## config.mk

```make
export PLATFORM = sky130hd
export DESIGN_NAME = alu_seq_mb
export DESIGN_NICKNAME = d
export VERILOG_FILES = /design/src/rtl/alu_seq_mb.sv
export SDC_FILE = /design/constraint.sdc
export NUM_CORES = 1
export LEC_CHECK = 0
export ABC_AREA = 1
export CORE_MARGIN = 1
export CORE_UTILIZATION = 45
export CTS_CLUSTER_DIAMETER = 40
export CTS_CLUSTER_SIZE = 8
export DETAILED_ROUTE_END_ITERATION = 6
export PLACE_DENSITY = 0.78
export SYNTH_ARGS = -nofsm -noshare
export SYNTH_HDL_FRONTEND = slang
export SYNTH_SLANG_ARGS = --single-unit
```

## constraint.sdc

```tcl
create_clock -name clk -period 2.1 [get_ports clk]
set_input_delay 0.315 -clock clk [delete_from_list [all_inputs] [get_ports clk]]
set_output_delay 0.315 -clock clk [all_outputs]
set_load 0.05 [all_outputs]
```

## src/rtl/alu_seq_mb.sv

```systemverilog
// Multi-byte sequencer that issues a wide operation to an 8-bit combinational ALU, LSB first.
// Optional signed-overflow output `ovf` is built when ALU_SEQ_OVF_EN is defined.
module alu_seq_mb #(
  parameter int NBYTES = 2
) (
  input  logic                  clk,
  input  logic                  rst,
  input  logic                  start,
  input  logic [2:0]            op,
  input  logic [8*NBYTES-1:0]   a,
  input  logic [8*NBYTES-1:0]   b,
  output logic [7:0]            alu_a,
  output logic [7:0]            alu_b,
  output logic [2:0]            alu_cs,
  output logic                  alu_cin,
  input  logic [7:0]            alu_s,
  input  logic                  alu_zero,
  input  logic                  alu_cout,
  output logic                  busy,
  output logic                  done,
  output logic [8*NBYTES-1:0]   result,
  output logic                  carry,
  output logic                  zero
`ifdef ALU_SEQ_OVF_EN
  ,
  output logic                  ovf
`endif
);

  localparam int W  = 8 * NBYTES;
  localparam int IW = (NBYTES > 1) ? $clog2(NBYTES) : 1;
  localparam logic [IW-1:0] LAST = IW'(NBYTES - 1);

  localparam logic [2:0] OP_AND = 3'd0;
  localparam logic [2:0] OP_OR  = 3'd1;
  localparam logic [2:0] OP_ADD = 3'd2;
  localparam logic [2:0] OP_SUB = 3'd3;
  localparam logic [2:0] OP_LTU = 3'd4;

  typedef enum logic [1:0] {IDLE, RUN, DONE} state_t;

  state_t        state, state_next;
  logic [W-1:0]  a_q, b_q;
  logic [2:0]    op_q;
  logic [IW-1:0] idx;
  logic          chain, chain_next;
  logic          last_byte;
  logic          accept;
  logic [W-1:0]  result_next;

  // Zero is taken over the whole wide result, so the per-byte flag is not needed.
  logic unused_alu_zero;
  assign unused_alu_zero = alu_zero;

  assign accept    = (state == IDLE) && start;
  assign last_byte = (idx == LAST);

  always_ff @(posedge clk or posedge rst) begin
    if (rst) state <= IDLE;
    else     state <= state_next;
  end

  always_comb begin
    state_next = state;
    case (state)
      IDLE:    if (start) state_next = RUN;
      RUN:     if (last_byte) state_next = DONE;
      DONE:    state_next = IDLE;
      default: state_next = IDLE;
    endcase
  end

  always_comb begin
    alu_a   = 8'd0;
    alu_b   = 8'd0;
    alu_cs  = 3'b000;
    alu_cin = 1'b0;
    busy    = (state != IDLE);
    done    = (state == DONE);
    if (state == RUN) begin
      alu_a = a_q[8*idx +: 8];
      alu_b = b_q[8*idx +: 8];
      // Only the carry-producing ALU codes are used so carry_out is fresh at every byte.
      case (op_q)
        OP_OR:          alu_cs = 3'b001;
        OP_ADD:         begin alu_cs = 3'b110; alu_cin = chain; end
        OP_SUB, OP_LTU: begin alu_cs = 3'b101; alu_cin = chain; end
        default:        alu_cs = 3'b000;
      endcase
    end
  end

  // The subtract path adds ~cin, so the chain holds borrow rather than carry.
  always_comb begin
    case (op_q)
      OP_ADD:         chain_next = alu_cout;
      OP_SUB, OP_LTU: chain_next = ~alu_cout;
      default:        chain_next = 1'b0;
    endcase
    result_next = result;
    result_next[8*idx +: 8] = alu_s;
    if ((op_q == OP_LTU) && last_byte)
      result_next = {{(W-1){1'b0}}, chain_next};
  end

  always_ff @(posedge clk or posedge rst) begin
    if (rst) begin
      a_q    <= '0;
      b_q    <= '0;
      op_q   <= OP_AND;
      idx    <= '0;
      chain  <= 1'b0;
      result <= '0;
      carry  <= 1'b0;
      zero   <= 1'b0;
    end else if (accept) begin
      a_q   <= a;
      b_q   <= b;
      op_q  <= (op > OP_LTU) ? OP_AND : op;
      idx   <= '0;
      chain <= 1'b0;
    end else if (state == RUN) begin
      result <= result_next;
      chain  <= chain_next;
      if (last_byte) begin
        carry <= chain_next;
        zero  <= (result_next == '0);
      end else begin
        idx <= idx + 1'b1;
      end
    end
  end

`ifdef ALU_SEQ_OVF_EN
  logic ovf_next;

  always_comb begin
    case (op_q)
      OP_ADD:  ovf_next = (a_q[W-1] == b_q[W-1]) && (result_next[W-1] != a_q[W-1]);
      OP_SUB:  ovf_next = (a_q[W-1] != b_q[W-1]) && (result_next[W-1] != a_q[W-1]);
      default: ovf_next = 1'b0;
    endcase
  end

  always_ff @(posedge clk or posedge rst) begin
    if (rst)                            ovf <= 1'b0;
    else if ((state == RUN) && last_byte) ovf <= ovf_next;
  end
`endif

endmodule

```

==> results.yml, run 1 <==
outcome:
  run_status: "complete, no violations"
job:
  drv.max_cap_violation_count: 0
global_routing:
  global_route_usage_over_all_layers_pct: 23.7
  grt_pass1_wl_um: 11300
  antenna_violations_before_repair: 0
  grt_pass1_vias: 2473
  global_route.overflow_total: 0
  largest_net_degree_at_the_start_of_global_routing: 50
floorplan:
  io_pins: 88
  die_area_um2: 6420
  floorplan.die.width_um: 80.1
  fp-row-count: 28
  core_region_area_um2: 5920
  dieHeight_um: 80.1
  initial_utilization_pct: 46.4
yosys:
  post_synthesis_cell_area_um2: 2750
  synth.avg_cell_area_um2: 7.69
  synth_seq_cells: 57
  yosys_warnings: 0
  synth_fp_nets: 405
  portion_of_the_post_synthesis_area_used_by_sequential_elements_pct: 51.9
  syn_inst: 357
  post_synth_num_cell_types: 22
finish:
  antenna_cells_inserted: 0
  multiInputGateArea_um2: 1090
  finish.net_count: 493
  area_grow_syn2layout_pct: 48.1
  filler_cell_count: 446
  final_cell_count_no_fill: 524
  layout_common_cells: "sky130_fd_sc_hd__nand2_1 (147), sky130_fd_sc_hd__clkdlybuf4s50_1 (65), sky130_fd_sc_hd__dfrtp_1 (57), sky130_fd_sc_hd__inv_1 (32), sky130_fd_sc_hd__nand3_1 (28)"
  layout_commonest_cell: "sky130_fd_sc_hd__nand2_1"
  post_route_cells_drive_above_1_share_pct: 12.0
  seqCellArea_um2: 1430
clocking:
  clk_pin_slew_ns: 0.06
  number_of_h_tree_levels: 3
  clock_tree.root_cell: "sky130_fd_sc_hd__clkbuf_8"
  clk-insertion-delay-late_ns: 0.34
  numCtsBuffers: 9
  cts-root-to-sink-buffers: 2
  cts.sink_count: 57
  tritoncts: "yes"
pwr:
  vdd_drop_max_v: 0.00115
  pwr_density_nw_per_um2: 1710
  p_leak_nw: 1.99
worst_hold_path:
  worstHoldPathType: "in2async"
route:
  avgRoutedWirePerCell_um: 13.1
  routed_wire_length_um: 6870
  dr.pass1.iters: 5
  drt_first_iter_violations: 166
  vias: 2640
  detail_route.drc_violations: 0
  vias_per_cell: 5.04
  detail-route-antenna-nets: 0
critical_path:
  critical_path.slowest_cell: "sky130_fd_sc_hd__clkdlybuf4s50_1"
  setup.worst_path.start_class: "register"
  crit_path_end_kind: "output pin"
  flop2flop_setup_slack_ns: 0.22
  path_delay_family: "buffers and inverters"
  critical_path.reg2reg.endpoint: "zero"
  crit_fanout: 3
  critPathMaxStageDelay_ns: 0.70
  buffers_and_inverters_on_the_worst_path: 2
  worst_r2r_src: "idx"
  worstPathCellList: "nor2_1 -> inv_1 -> clkdlybuf4s50_1"
  crit_arrival_ns: 1.72
  timing.critical_path.depth: 3
  worst_ep_required_time_ns: 1.78
  timing_worst_setup_path_type: "reg2out"
  cp-startpoint: "state[1]"
  number_of_cells_traversed_by_the_worst_register_to_register_path: 7
placed_design:
  globalplace.congestion: 0.841
  place_ws_ns: 0.181
  number_of_port_buffers: 86
  dp_hpwl_um: 4830
  placed_cells: 508
timing:
  setup_viol_count_final: 0
  rsz0062_at_grt: "false"
  final_period_minus_worst_setup_slack_ns: 2.03
  final.setup.tns_ns: 0
  final-max-slew-violation-count: 0
  finClkSkew_ns: 0.00434
  fin_crit_sh_pct: 96.7
  setup_ws_ns: 0.0695
  timing_worst_slew_pin_value_ns: 0.535
  max_slew_margin_pct: 64.3
  fmax_ghz: 0.492
  timing_hold_violations_final: 0
[power by group]
group / total, mW / internal [mW] / switching, mW
clock network: 0.950 / 0.512 / 0.438
logic: 4.09 / 1.51 / 2.58
registers: 1.90 / 1.60 / 0.299
[kinds of logic (layout without fill, tap and decap cells)]
kind of cell           after synthesis  in the layout  synth area share (%)
AND/OR/NAND/NOR                    191            191                  28.4
AO/OA/AOI/OAI                       56             56                  10.6
flip-flops                          57             57                  51.9
buffers and inverters               53            145                  9.07
[state kept, by name (all words and copies together), names as in the netlist]
name / cells
a_q: 16
b_q: 16
chain: 1
idx: 1
zero: 1
state: 2
carry: 1
result: 16
op_q: 3
[synthesized netlist by cell type]
library cell	number	share of area [%]
sky130_fd_sc_hd__a21oi_1	2	0.36
sky130_fd_sc_hd__clkbuf_1	4	0.55
sky130_fd_sc_hd__o22ai_1	6	1.4
sky130_fd_sc_hd__o21ai_1	10	1.8
sky130_fd_sc_hd__nor2_1	9	1.2
sky130_fd_sc_hd__nor3b_1	1	0.27
sky130_fd_sc_hd__nand2_2	3	0.68
sky130_fd_sc_hd__buf_4	5	1.4
sky130_fd_sc_hd__nand3_2	1	0.36
sky130_fd_sc_hd__inv_4	1	0.23
sky130_fd_sc_hd__buf_6	3	1.2
sky130_fd_sc_hd__nand2_1	147	20
sky130_fd_sc_hd__nand3_1	28	5.1
sky130_fd_sc_hd__nor2_2	1	0.23
sky130_fd_sc_hd__buf_1	1	0.14
sky130_fd_sc_hd__buf_2	5	0.91
sky130_fd_sc_hd__o21ai_0	37	6.7
sky130_fd_sc_hd__o41ai_1	1	0.32
sky130_fd_sc_hd__inv_1	33	4.5
sky130_fd_sc_hd__nor2_4	1	0.41
sky130_fd_sc_hd__inv_2	1	0.14
sky130_fd_sc_hd__dfrtp_1	57	52
[worst min-delay path, stage by stage]
cell                              delay (ns)
sky130_fd_sc_hd__clkdlybuf4s50_1        0.41
sky130_fd_sc_hd__inv_2                  0.06
sky130_fd_sc_hd__buf_4                  0.31
[timing repair]
item,4_1_cts,5_1_grt
setup buffers,1,0
endpoints found under the setup margin,16,3
gates resized for setup,2,3
pin swaps,1,1
hold buffers,0,0
[metrics by stage]
stage / hold slack (ns) / instance area [um2] / util (%) / power (mW)
after floorplan: 0.414 / 2750 / - / 4.48
after global placement: 0.462 / 3860 / 65.3 / 5.86
after detailed placement: 0.465 / 3860 / 65.3 / 5.96
after CTS: 0.359 / 4060 / 68.5 / 6.96
after global routing: 0.389 / 4070 / 68.7 / 7.38
final: 0.350 / 4070 / 68.7 / 6.95
[layout make-up]
class	count	share of cell area, %
Multi-Input combinational cell	247	26.8
Clock buffer	12	4.06
Clock inverter	3	0.369
Sequential cell	57	35.1
Tap cell	75	2.31
Inverter	35	3.29
Timing Repair Buffer	95	28.1
[routing by layer]
metal | wire length (um) | global-route usage [%]
met1 | 2970 | 28.9
met2 | 3320 | 38.9
met3 | 453 | 6.82
met4 | 119 | 10.4
met5 | 0 | 0
[how the worst max path moves through the flow]
stage / end
floorplan: alu_a[5]
global placement: alu_a[6]
detailed placement: alu_a[6]
CTS: done
global route: alu_a[6]
finish: busy
Note: power is estimated with default switching activity, not from simulation.
==> run 2, diff against run 1 <==
Settings changed: ABC_AREA 1 to default, PLACE_DENSITY 0.78 to 0.8.
==> run 2 against run 1 <==
Compared with the run above:
- total power fell by 2.8%
- clock skew rose by 0.0011 ns
- non-clock buffer count fell by 2
- global-route usage fell by 1.5 points
- critical endpoint is now alu_cin
==> results.yml, run 2 <==
route:
  vias: 2173
  dr.pass1.iters: 4
  vias_per_cell: 5.04
  routed_wire_length_um: 5870
  detail-route-antenna-nets: 0
  detail_route.drc_violations: 0
  avgRoutedWirePerCell_um: 13.6
  drt_first_iter_violations: 69
global_routing:
  antenna_violations_before_repair: 0
  global_route.overflow_total: 0
  largest_net_degree_at_the_start_of_global_routing: 34
  grt_pass1_vias: 2217
  use_met2_pct: 36.7
  global_route_usage_over_all_layers_pct: 22.2
  groute.layer.met1.usage_pct: 25.8
  use_met3_pct: 7.54
  grt_pass1_wl_um: 10100
  grt_most_used_layer: "met2"
clocking:
  cts-root-to-sink-buffers: 2
  number_of_h_tree_levels: 3
  clk-insertion-delay-late_ns: 0.33
  clock_tree.root_cell: "sky130_fd_sc_hd__clkbuf_8"
  numCtsBuffers: 9
  clk_pin_slew_ns: 0.06
  cts.sink_count: 57
  cts.repair_timing.setup_buffer_count: 0
  tritoncts: "yes"
pwr:
  pwr_density_nw_per_um2: 1750
  power.share.switching_pct: 44.7
  power.clock.fraction_pct: 14.6
  vdd_drop_max_v: 0.000985
  p_switching_mw: 3.01
  power.combinational.fraction_pct: 56.4
  p_seq_share_pct: 29.0
  p_leak_nw: 1.87
  internal-power_mw: 3.74
timing:
  final-max-slew-violation-count: 0
  final.setup.tns_ns: 0
  timing_hold_violations_final: 0
  final_period_minus_worst_setup_slack_ns: 2.06
  fin_crit_sh_pct: 97.9
  rsz0062_at_grt: "false"
  fmax_ghz: 0.487
  timing_worst_slew_pin_value_ns: 0.542
  max_slew_margin_pct: 63.8
  finClkSkew_ns: 0.00548
  setup_viol_count_final: 0
yosys:
  synthMostInstantiatedCell: "sky130_fd_sc_hd__nand2_1"
  synth_seq_cells: 57
  synth_largest_type_area_fraction_pct: 57.0
  synth.cells.most_frequent: "sky130_fd_sc_hd__nand2_1 (106), sky130_fd_sc_hd__dfrtp_1 (57), sky130_fd_sc_hd__nor2_1 (18), sky130_fd_sc_hd__mux2i_1 (16), sky130_fd_sc_hd__a22o_1 (15)"
  yosys_warnings: 0
  synth_ff_type: "sky130_fd_sc_hd__dfrtp_1"
  synth.avg_cell_area_um2: 9.45
  async_reset_ff_share_pct: 100
  synth_edf_count: 0
  post_synthesis_cell_area_um2: 2500
  synth_area_leaders: "sky130_fd_sc_hd__dfrtp_1 (57%), sky130_fd_sc_hd__nand2_1 (16%), sky130_fd_sc_hd__mux2i_1 (6.4%)"
  netlist.top_cell.by_area: "sky130_fd_sc_hd__dfrtp_1"
  syn_inst: 265
  synth_fp_nets: 313
  portion_of_the_post_synthesis_area_used_by_sequential_elements_pct: 57.0
  post_synth_num_cell_types: 31
finish:
  area_grow_syn2layout_pct: 54.3
  layout_common_cells: "sky130_fd_sc_hd__nand2_1 (106), sky130_fd_sc_hd__clkdlybuf4s50_1 (65), sky130_fd_sc_hd__dfrtp_1 (56), sky130_fd_sc_hd__buf_12 (21), sky130_fd_sc_hd__nor2_1 (17)"
  finish.net_count: 404
  largest_registers: "a_q: 16 flops, b_q: 16 flops, result: 16 flops"
  layout_commonest_cell: "sky130_fd_sc_hd__nand2_1"
  antenna_cells_inserted: 0
  final_core_util_pct: 73.8
  filler_cell_count: 371
  post_route_cells_drive_above_1_share_pct: 14.4
worst_hold_path:
  worstHoldPathType: "in2async"
floorplan:
  fp-row-count: 26
  initial_utilization_pct: 47.8
  core_region_area_um2: 5240
  floorplan.die.width_um: 76.6
  die_area_um2: 5870
  dieHeight_um: 76.6
  io_pins: 88
placed_design:
  globalplace.congestion: 0.782
  dp_hpwl_um: 4120
  number_of_port_buffers: 86
critical_path:
  worst_ep_required_time_ns: 1.78
  setup.worst_path.start_class: "register"
  crit_arrival_ns: 1.74
  crit_path_end_kind: "output pin"
  cp-startpoint: "op_q[0]"
  timing_worst_setup_path_type: "reg2out"
  worst_r2r_src: "state[0]"
  crit_fanout: 6
job:
  drv.max_cap_violation_count: 0
outcome:
  run_status: "complete, no violations"
==> run 2: power groups by stage <==
stage	Combinational (mW)	Sequential [mW]	Clock, mW
after floorplan	1.89	2.42	0
after global placement	3.74	1.93	0
after detailed placement	3.79	1.96	0
after CTS	3.84	1.96	0.992
after global routing	4.05	2.03	1.05
final	3.81	1.96	0.983
==> run 2: worst paths after layout <==
path	to	slack, ns	cells past startpoint
worst max-delay path	alu_cin	0.04	4
worst min-delay path	result[10]	0.34	2
worst max register to register	zero	0.47	4
worst min register to register	a_q[7]	0.47	2
max in group asynchronous	b_q[9]	1.20	3
min in group clk	a_q[7]	0.47	2
==> run 2: worst max-delay path, cell delays in order, from the launching register on <==
cell and delay [ns]:
sky130_fd_sc_hd__dfrtp_2 0.45, sky130_fd_sc_hd__or3b_4 0.44, sky130_fd_sc_hd__a21oi_4 0.20, sky130_fd_sc_hd__and2_2 0.19
sky130_fd_sc_hd__buf_12 0.13
==> run 2: cell type report <==
cell class	instances	area, um2	area share [%]
inverter	4	15.0	0.389
multi-input combinational	191	1020	26.3
clock inverter	3	40.0	1.04
clock buffer	13	149	3.85
tap	70	87.6	2.27
sequential	57	1430	36.9
timing repair buffer	93	1130	29.2
==> run 2: logic make-up after synthesis <==
group                     share of synthesized area (%)
xor gates and xnor gates                          0.350
DFF                                                57.0
buffers and inverters                              3.10
muxes                                              6.85
and+or+nand+nor                                    24.7
AOI/OAI and AO/OA                                  8.05
==> run 2: per-layer routing <==
metal	vias to the layer above	share of wire (%)
li1	1053	-
met4	0	1.2
met2	103	48
met3	8	9.1
met5	-	0
met1	1009	41
==> run 2: per-stage QoR <==
step / instance area (um2) / setup WS, ns / instances / total power, mW / hold slack, ns
2_1_floorplan: 2510 / -0.00636 / 265 / 4.30 / 0.420
4_1_cts: 3860 / 0.0124 / 431 / 6.79 / 0.362
3_3_place_gp: 3660 / 0.365 / 415 / 5.67 / 0.457
6_report: 3860 / 0.0448 / 431 / 6.75 / 0.341
5_1_grt: 3860 / 0.00240 / 431 / 7.13 / 0.407
3_5_place_dp: 3660 / 0.332 / 415 / 5.76 / 0.462
==> run 2: timing repair <==
| action | in CTS | in global routing |
|---|---|---|
| pin swaps | 0 | 1 |
| endpoints found under the setup margin | 1 | 3 |
| hold buffers | 0 | 0 |
| gates resized for setup | 2 | 2 |
